===== config.mk =====
export PLATFORM = sky130hd
export DESIGN_NAME = pipe_skid_reg
export DESIGN_NICKNAME = d
export VERILOG_FILES = /design/src/rtl/pipe_skid_reg.sv
export SDC_FILE = /design/constraint.sdc
export NUM_CORES = 1
export LEC_CHECK = 0
export CORE_MARGIN = 2
export CORE_UTILIZATION = 46
export DETAILED_ROUTE_END_ITERATION = 10
export GPL_TIMING_DRIVEN = 0
export MAX_ROUTING_LAYER = met4
export PLACE_DENSITY = 0.78
export SYNTH_ARGS = -nofsm -noshare
export SYNTH_HDL_FRONTEND = slang
export SYNTH_SLANG_ARGS = --single-unit

===== constraint.sdc =====
create_clock -name CLK -period 3.9 [get_ports CLK]
set_input_delay 1.17 -clock CLK [delete_from_list [all_inputs] [get_ports CLK]]
set_output_delay 1.17 -clock CLK [all_outputs]
set_load 0.005 [all_outputs]

===== src/rtl/pipe_skid_reg.sv =====
// Pipeline-stage register with valid/ready handshake, global advance qualifier, flush,
// optional 2-entry skid buffer (registered in_ready) and saturating stall/bubble counters.
module pipe_skid_reg #(
  parameter int unsigned      WIDTH     = 32,
  parameter logic [WIDTH-1:0] RESET_VAL = '0,
  parameter bit               SKID      = 1'b1,
  parameter int unsigned      CNT_W     = 16
) (
  input  logic             CLK,
  input  logic             RST,
  input  logic             en,
  input  logic             flush,
  input  logic             in_valid,
  output logic             in_ready,
  input  logic [WIDTH-1:0] in_data,
  output logic             out_valid,
  input  logic             out_ready,
  output logic [WIDTH-1:0] out_data,
  output logic [CNT_W-1:0] stall_cnt,
  output logic [CNT_W-1:0] bubble_cnt
);

  logic             r_main_valid, r_skid_valid;
  logic [WIDTH-1:0] r_main_data, r_skid_data;
  logic [CNT_W-1:0] r_stall_cnt, r_bubble_cnt;

  logic             w_main_valid_nxt, w_skid_valid_nxt;
  logic [WIDTH-1:0] w_main_data_nxt, w_skid_data_nxt;
  logic [CNT_W-1:0] w_stall_cnt_nxt, w_bubble_cnt_nxt;
  logic             w_in_ready, w_acc, w_dep;

  always_comb begin
    // With a skid buffer, in_ready depends only on flop state, cutting the ready path.
    w_in_ready = SKID ? !r_skid_valid : (!r_main_valid || out_ready);
    w_acc      = en && in_valid && w_in_ready;
    w_dep      = en && r_main_valid && out_ready;

    w_main_valid_nxt = r_main_valid;
    w_main_data_nxt  = r_main_data;
    w_skid_valid_nxt = r_skid_valid;
    w_skid_data_nxt  = r_skid_data;

    if (flush) begin
      w_main_valid_nxt = 1'b0;
      w_main_data_nxt  = RESET_VAL;
      w_skid_valid_nxt = 1'b0;
      w_skid_data_nxt  = RESET_VAL;
    end else if (SKID) begin
      if (r_skid_valid) begin
        // FULL: in_ready is low, so only a departure can happen.
        if (w_dep) begin
          w_main_data_nxt  = r_skid_data;
          w_skid_valid_nxt = 1'b0;
        end
      end else if (r_main_valid) begin
        if (w_acc && w_dep) begin
          w_main_data_nxt = in_data;
        end else if (w_acc) begin
          w_skid_valid_nxt = 1'b1;
          w_skid_data_nxt  = in_data;
        end else if (w_dep) begin
          w_main_valid_nxt = 1'b0;
        end
      end else if (w_acc) begin
        w_main_valid_nxt = 1'b1;
        w_main_data_nxt  = in_data;
      end
    end else begin
      if (w_acc) begin
        w_main_valid_nxt = 1'b1;
        w_main_data_nxt  = in_data;
      end else if (w_dep) begin
        w_main_valid_nxt = 1'b0;
      end
    end

    // Counters see the pre-flush state and saturate at all-ones.
    w_stall_cnt_nxt  = r_stall_cnt;
    w_bubble_cnt_nxt = r_bubble_cnt;
    if (en && r_main_valid && !out_ready && !(&r_stall_cnt)) begin
      w_stall_cnt_nxt = r_stall_cnt + CNT_W'(1);
    end
    if (en && !r_main_valid && !(&r_bubble_cnt)) begin
      w_bubble_cnt_nxt = r_bubble_cnt + CNT_W'(1);
    end
  end

  always_ff @(posedge CLK or posedge RST) begin
    if (RST) begin
      r_main_valid <= 1'b0;
      r_main_data  <= RESET_VAL;
      r_skid_valid <= 1'b0;
      r_skid_data  <= RESET_VAL;
      r_stall_cnt  <= '0;
      r_bubble_cnt <= '0;
    end else begin
      r_main_valid <= w_main_valid_nxt;
      r_main_data  <= w_main_data_nxt;
      r_skid_valid <= w_skid_valid_nxt;
      r_skid_data  <= w_skid_data_nxt;
      r_stall_cnt  <= w_stall_cnt_nxt;
      r_bubble_cnt <= w_bubble_cnt_nxt;
    end
  end

  assign in_ready   = w_in_ready;
  assign out_valid  = r_main_valid;
  assign out_data   = r_main_data;
  assign stall_cnt  = r_stall_cnt;
  assign bubble_cnt = r_bubble_cnt;

endmodule


# Word level (Yosys, flattened, before mapping)
# Index checks and enable logic that the tools add are counted.
[word_totals] register_bits=98 latchBits=0 mem_bits_rw=0 mem_bits_ro=0 out_inout_bits=66 wordCells=54 memories=0
[classes] n_addsub=2 mul=0 n_div=0 n_lt_le_gt_ge=0 n_eq_ne=4 shift=0 n_mux=21 n_bitwise=0 n_reduce_logical=21
[ops] cell="$mux 32" n=10
[ops] cell="$add 16x1->16 const B" n=2
[ops] cell="$reduce_and 16->1" n=2
[ops] cell="$mux 1" n=11
[ops] cell="$logic_and 1x1->1" n=9
[ops] cell="$logic_not 1->1" n=5
[ops] cell="$ne 2x2->1 const B" n=2
[ops] cell="$ne 4x2->1 const B" n=1
[ops] cell="$reduce_and 4->1" n=1
[ops] cell="$reduce_bool 2->1" n=2
[ops] cell="$reduce_bool 4->1" n=1
[ops] cell="$ne 3x2->1 const B" n=1
[ops] cell="$reduce_and 3->1" n=1

# Logic depth before layout (Yosys ltp)
# Gate-level depths: netlist (run 1).
[logic_depth] word_depth=8 mapped_depth=7 mapped_depth_nobuf=5

# Worst setup path before layout (run 1)
# Ideal clock, no wire load.
[synth_path] path_kind="input to register" startpoint="input port en" endpoint="register r_bubble_cnt[15] (netlist: bubble_cnt[15])" arrival_time_ps=2471 t_required_ps=3775 setup_slack_ps=1304 cell_stages=7 cell_sequence="buf_4 -> nand2b_1 -> buf_6 -> or3_4 -> buf_6 -> nor4_4 -> mux2_2"
[synth_via] elab_chain_cells=2
[synth_rtl] item="start: declaration" line_no="11" rtl="input logic en,"
[synth_rtl] item="$logic_and 1x1->1 (2 in a row)" line_no="83" rtl="if (en && !r_main_valid && !(&r_bubble_cnt)) begin"
[synth_rtl] item="end signal: assignment" line_no="102" rtl="r_bubble_cnt <= w_bubble_cnt_nxt;"
[synth_rtl] item="end: declaration" line_no="25" rtl="logic [CNT_W-1:0] r_stall_cnt, r_bubble_cnt;"
# Every way passes these cells.
# A chain may end at the register's enable or synchronous reset.

# Worst setup path after layout (run 1)
[layout_path] startpoint="register r_skid_valid" endpoint="output port in_ready"
[layout_via] elab_chain_cells=1
[layout_rtl] item="start: declaration" line_no="23" rtl="logic r_main_valid, r_skid_valid;"
[layout_rtl] item="start signal: assignment" line_no="99" rtl="r_skid_valid <= w_skid_valid_nxt;"
[layout_rtl] item="$logic_not 1->1" line_no="34" rtl="w_in_ready = SKID ? !r_skid_valid : (!r_main_valid || out_ready);"
[layout_rtl] item="end: declaration" line_no="14" rtl="output logic in_ready,"
# Every way passes these cells.

==> metrics.md, run 1 <==
| Metric | Value |
|---|---|
| Status | complete, no violations |
| Global-route usage over all layers | 0.218 |
| Port bufs | 102 |
| Nets | 599 |
| Initial antenna violation count | 0 |
| Slew Viols, Final | 0 |
| Post-Syn Instances | 445 |
| CTS H-tree lvls | 3 |
| LEAKAGE | about 2.4 nW |
| Core area | 9770 um2 |
| CP Class | flip-flop to output port |
| CTS tree | done |
| Total number of vias | approximately 3,800 |
| Max Cap Violations | 0 |
| FP Rows | 36 |
| Max Fclk | 313 MHz |
| Post-CTS setup buffers | 0 |
| Gpl congestion | 0.914 |
| Vias/cell | 5.44 |
| Clock slew at reported path FFs | approximately 90 ps |
| Cts hold-fix bufs | 0 |
| Max Clock Skew | between 7 and 8 ps |
| Synth unique cells | 46 |
| Worst-path fanout max | 10 |
| Die Y | ~100 um |
| Io pins | around 100 |
| DRC | 0 |
| Post-detail-place hpwl | around 7900 um |
| Drt initial violations | 226 |
| Final setup vio count | 0 |
| Horiz. Die Dim | 104 um |
| Synth top cells by count | dfrtp_1 (98), nand2_1 (82), nand3_1 (35), a21oi_1 (34) |
| Worst VDD drop | 182 uV |
| Largest net degree at the start of global routing | 61 |
| Antenna Cells | 0 |
| Critical Path Start Type | flip-flop |
| Die area | 10,900 um2 |
| Final TNS setup | 0 ps |
| Avg Cell Area, Syn | roughly 10 um2 |
| Maximum root-to-sink buffer count | 2 |
| Asr flop ratio synth | 1.00 |
| PostCTS Resize Cnt | 0 |
| Vias in the first global route | between 3,000 and 4,000 |
| Minimum clock period | around 3200 ps |
| Max_slew headroom | 0.504 |
| Initial core utilization | 0.475 |
| Most common cell in the synthesized netlist | dfrtp_1 |
| Final worst path period share | 0.818 |
| Fin Hold WS | approximately 480 ps |
| Post-synth top area share | 0.528 |
| Synth Register Bits | 98 |
| Number of enable flip-flop cells after synthesis | 0 |
| Biggest area consumer among synthesized cells | dfrtp_1 |
| WP data required | roughly 2700 ps |
| Synth Flop Type | dfrtp_1 |
| Synthesized Nets | 485 |
| Yosys warnings | 0 |
| Top cells by area, synth | dfrtp_1 (53%), mux2i_1 (6.9%), nand2_1 (6.6%) |
| Pwr per Cell Area | between 300 and 400 nW/um2 |
| Clock tree sinks | between 90 and 100 |
| RSZ-0062 raised after global routing | no |
| Cts bufs inserted | 9 |
| Seq/Total Area, Yosys | 0.528 |
| Antenna violation net count after detailed routing | 0 |
| FILL cells | 813 |
| Final Power | ~2.4 mW |
| First-pass GRT wire length | 18,700 um |
| Hold Vio Cnt, Final | 0 |
| Clock latency at the later pin of the worst-skew pair | between 300 and 400 ps |
| Clock tree root buffer cell | clkbuf_8 |
| FF-to-FF setup slack | between 1500 and 2000 ps |
| Hold/Removal Path Class | flip-flop to flip-flop |
| Worst-margin pin slew | about 740 ps |
| Total global routing overflow | 0 |
| Initial DRT Pass Iterations | 6 |
| Post-Syn Area | ~4600 um2 |
| Share of layout cells above drive strength 1 | 0.0869 |
| Final WL | around 11,000 um |
| Per-cell routed wire length | 15.7 um |
| Worst Setup End Kind | output port |
| Area grow syn2layout | 30.6% |
| Arr. time, crit path | ~2000 ps |
-- worst max-delay path: stages, from the launching register on --
cell and delay [ps]:
dfrtp_1 360, buf_2 180, inv_1 80, clkbuf_1 420, clkdlybuf4s50_1 610
-- final timing paths --
kind | to | cells past startpoint | from
worst min-delay path | out_data[5] | 2 | out_data[5]
max in group asynchronous | r_skid_data[4] | 3 | RST
worst max register to register | bubble_cnt[15] | 6 | out_valid
worst min register to register | out_data[5] | 2 | out_data[5]
worst max-delay path | in_ready | 4 | r_skid_valid
min in group asynchronous | bubble_cnt[14] | 2 | RST
-- logic make-up (layout without fill, tap and decap cells) --
group                    after synthesis  after routing  share of synthesized area
AO/OA/AOI/OAI                         75             75                      0.106
XOR/XNOR                              23             23                     0.0434
adder cells (fa/ha/maj)                2              2                    0.00539
buffers and inverters                 34            153                     0.0337
flip-flops                            98             98                      0.528
multiplexers                          39             39                     0.0867
AND/OR/NAND/NOR                      174            174                      0.197
-- per-layer routing --
metal / vias up / share of wire / track usage
li1: 1817 / - / -
met1: 1858 / 0.44 / 0.291
met2: 102 / 0.50 / 0.345
met3: 17 / 0.042 / 0.0269
met4: 0 / 0.016 / 0.0782
met5: - / 0 / -
-- per-stage QoR --
step,cells,util,cell area (um2),setup WS [ps]
after detailed placement,681,0.600,5860,794
after global routing,697,0.620,6060,607
after global placement,680,0.597,5830,-1300
after CTS,697,0.620,6060,692
final,697,0.620,6060,709
after floorplan,445,-,4640,168
-- flip-flops by register name, indices dropped and copies added, names as in the netlist --
name / cells
bubble_cnt: 16
out_data: 32
out_valid: 1
r_skid_data: 32
r_skid_valid: 1
stall_cnt: 16
-- power breakdown --
part / internal, mW / leakage, nW / switching (mW)
registers: 1.11 / 1.30 / 0.127
clock network: 0.301 / 0.0921 / 0.363
logic: 0.289 / 1.05 / 0.200
total: 1.70 / 2.44 / 0.690
-- cell usage in the layout (no fill, tap or decap), types with 9 or more instances in the layout --
| cell | Yosys | layout |
|---|---|---|
| nand2_1 | 82 | 82 |
| nand4_1 | 12 | 12 |
| dfrtp_1 | 98 | 98 |
| clkbuf_1 | 16 | 16 |
| xor2_1 | 15 | 15 |
| mux2i_1 | 32 | 32 |
| clkdlybuf4s50_1 | 0 | 102 |
| nand3_1 | 35 | 35 |
| a21oi_1 | 34 | 34 |
| o31ai_1 | 32 | 32 |
| clkbuf_8 | 0 | 9 |
-- cell type report --
type / instances / area [um2] / share of cell area
flip-flops and latches: 98 / 2450 / 0.404
multi-input cells: 313 / 2040 / 0.336
repair buffers: 103 / 1050 / 0.173
well taps: 133 / 166 / 0.0274
plain buffers: 30 / 141 / 0.0233
clock buffers: 9 / 124 / 0.0204
clock inverters: 7 / 78.8 / 0.0130
inverters: 4 / 17.5 / 0.00289
Power figures use the tool's default switching activity.
==> run 2, diff against run 1 <==
==> constraint.sdc (replaced) <==
create_clock -name CLK -period 2.7 [get_ports CLK]
set_input_delay 0.81 -clock CLK [delete_from_list [all_inputs] [get_ports CLK]]
set_output_delay 0.81 -clock CLK [all_outputs]
set_load 0.005 [all_outputs]
==> run 2 against run 1 <==
Effect of this change:
- worst hold slack improved by 3.9 ps
- worst setup slack lost 650 ps
- cell count unchanged
- utilization up 0.33 points
- clock-buffer cell count unchanged
- sequential share of layout area decreased by 0.22 points
==> metrics.md, run 2 (synthesis gave the netlist of run 1 again) <==
| Metric | Value |
|---|---|
| Switch share | 0.283 (-0.00554) |
| Met3 wire length | 400 um (-12%) |
| Worst-path fanout max | 11 (+1) |
| Largest net degree at the start of global routing | 43 (-30%) |
| Critical Path Start Type | flip-flop |
| FP Rows | 36 (unchanged) |
| FF-to-FF setup slack | 610 ps (-1350 ps) |
| Final WL | 11,000 um (+0.28%) |
| Max Clock Skew | 9.87 ps (+2.45 ps) |
| RSZ-0062 raised after global routing | no |
| CTS tree | done |
| Drt initial violations | 189 (-16%) |
| Worst r2r path cells | 6 (unchanged) |
| WP data required | 1890 ps (-840 ps) |
| Slew Viols, Final | 0 (unchanged) |
| Worst VDD drop | 307 uV (+68%) |
| Total global routing overflow | 0 (unchanged) |
| Minimum clock period | between 2000 and 3000 ps |
| Share of layout cells above drive strength 1 | 0.0887 (+0.00177) |
| Post-detail-place hpwl | 8070 um (+1.5%) |
| Area grow syn2layout | 31.3% |
| Clock slew at reported path FFs | 90 ps (about the same) |
| Cell depth of the worst hold path | 2 (unchanged) |
| Critical-path cell list | buf_2 -> inv_1 -> clkdlybuf4s50_1 |
| Register Area | 2450 um2 (unchanged) |
| Uppermost layer routed | met4 |
| Antenna Cells | 0 (unchanged) |
| Initial core utilization | 0.475 (unchanged) |
| PostCTS Resize Cnt | 0 (unchanged) |
| DRC | 0 (unchanged) |
| Global-route usage over all layers | 0.219 (+0.000973) |
| Port bufs | 102 (unchanged) |
| Core area | 9770 um2 (unchanged) |
| Clock share of power | 0.297 (+0.020) |
| Commonest non-fill, non-tap cell in the layout | clkdlybuf4s50_1 |
| Place WS | -122 ps (-917 ps) |
| Sequential share of power | 0.502 (-0.016) |
| Io pins | 104 (unchanged) |
| Clock tree sinks | 98 (unchanged) |
| Final WS setup | 62.6 ps (-647 ps) |
| Total number of vias | 3,758 (-0.95%) |
| CP max stage cell | clkdlybuf4s50_1 |
| FILL cells | 823 (+1.2%) |
| Reg2reg end | r_skid_data[17] |
| Cts hold-fix bufs | 0 (unchanged) |
| Hold endpoint | out_data[7] |
| Final worst path period share | 0.977 |
| LEAKAGE | 2.46 nW (+0.60%) |
| Cell-internal power | 2.55 mW (+50%) |
| Hold/Removal Path Class | flip-flop to flip-flop |
| Max incr delay on CP | 580 ps (-30 ps) |
| Post-route cell area | 6100 um2 (+0.54%) |
| Clock tree root buffer cell | clkbuf_8 |
| Status | complete, no violations |
| Die area | 10,900 um2 (unchanged) |
| Switching power | 1.01 mW (+46%) |
| Vias/cell | 5.39 (-0.95%) |
| Worst-margin pin slew | 782 ps (+37.6 ps) |
| Arr. time, crit path | 1830 ps (-190 ps) |
| Final TNS setup | 0 ps (unchanged) |
| Area occupied by multi-input gates | 2040 um2 (unchanged) |
| Final setup vio count | 0 (unchanged) |
| Clock latency at the later pin of the worst-skew pair | 370 ps (about the same) |
| Commonest cells after routing, fill and taps aside | clkdlybuf4s50_1 (102), dfrtp_1 (98), nand2_1 (82) |
| Max Fclk | 379 MHz |
| First-pass GRT wire length | 18,700 um (+0.33%) |
| Logic pwr share | 0.201 (-0.004) |
| Post-CTS setup buffers | 0 (unchanged) |
| Vias in the first global route | 3,901 (+5.6%) |
| Placed cell areas | 5880 um2 (+0.23%) |
| Pwr per Cell Area | 584 nW/um2 (+48%) |
| Maximum root-to-sink buffer count | 2 (unchanged) |
| Worst Setup End Kind | output port |
| Hold Vio Cnt, Final | 0 (unchanged) |
| Gpl congestion | 0.902 (-1.3%) |
| Min-Delay Startpoint | out_data[7] |
| Initial antenna violation count | 0 (unchanged) |
| Cts bufs inserted | 9 (unchanged) |
| Origin of the critical flop-to-flop path | r_skid_valid |
| Metal2 WL | 5430 um (about the same) |
| Initial DRT Pass Iterations | 5 (-1) |
| Max Cap Violations | 0 (unchanged) |
| CTS H-tree lvls | 3 (unchanged) |
| Horiz. Die Dim | 104 um (unchanged) |
| Per-cell routed wire length | 15.7 um (+0.28%) |
| Metal-1 WL | 4930 um (+1.8%) |
| Die Y | 104 um (unchanged) |
| Max_slew headroom | 0.474 (-0.0299) |
| Antenna violation net count after detailed routing | 0 (unchanged) |
| Nets | 599 (unchanged) |
| Utilization after layout | 0.624 (+0.00333) |
| CP Class | flip-flop to output port |
-- run 2: metal layers --
metal | global-route usage | vias up
met5 | - | -
met2 | 0.354 | 85
li1 | - | 1807
met1 | 0.274 | 1853
met3 | 0.0395 | 13
met4 | 0.0859 | 0
-- run 2: power by group through the flow --
stage / Combinational, mW / Clock (mW) / Sequential [mW]
6_report: 0.714 / 1.06 / 1.79
5_1_grt: 0.786 / 1.13 / 1.81
4_1_cts: 0.723 / 1.08 / 1.79
3_5_place_dp: 0.722 / 0 / 1.81
3_3_place_gp: 0.693 / 0 / 1.81
2_1_floorplan: 0.298 / 0 / 1.79
-- run 2: area by class of cell --
type,instances,area share
Clock buffer,9,0.0203
Timing Repair Buffer,104,0.174
Tap cell,133,0.0273
Sequential cell,98,0.402
Inverter,4,0.00308
Clock inverter,7,0.0166
Multi-Input combinational cell,313,0.334
Buffer,29,0.0226
-- run 2: how the worst max path moves through the flow --
stage / from / endpoint / slack [ps] / cells after the start
after global placement: RST / r_skid_data[14] / -280 / 2
after detailed placement: out_ready / stall_cnt[14] / -120 / 5
after CTS: r_skid_valid / in_ready / 40 / 3
final: r_skid_valid / in_ready / 60 / 3
after global routing: r_skid_valid / in_ready / 0.9 / 3
after floorplan: en / bubble_cnt[15] / 460 / 7
-- run 2: worst max-delay path, delay by kind of cell, from the launching register on --
family / cells / cell delay [ps]
buffers and inverters: 3 / 1080
flip-flops: 1 / 360
-- run 2: metrics by stage --
step / std cells / total power [mW] / hold WS, ps
floorplan: 445 / 2.09 / 473
finish: 697 / 3.56 / 487
CTS: 697 / 3.58 / 488
global route: 697 / 3.73 / 512
detailed placement: 682 / 2.54 / 467
global placement: 680 / 2.50 / 463
==> run 3, diff against run 2 <==
--- a/config.mk
+++ b/config.mk
@@ -7,10 +7,12 @@
 export LEC_CHECK = 0
 export CORE_MARGIN = 2
 export CORE_UTILIZATION = 46
+export CTS_CLUSTER_SIZE = 16
 export DETAILED_ROUTE_END_ITERATION = 10
 export GPL_TIMING_DRIVEN = 0
 export MAX_ROUTING_LAYER = met4
 export PLACE_DENSITY = 0.78
+export SKIP_LAST_GASP = 1
 export SYNTH_ARGS = -nofsm -noshare
 export SYNTH_HDL_FRONTEND = slang
 export SYNTH_SLANG_ARGS = --single-unit
==> results of run 3 <==
Same layout as run 2: the final DEF is identical, and so are final timing and power.
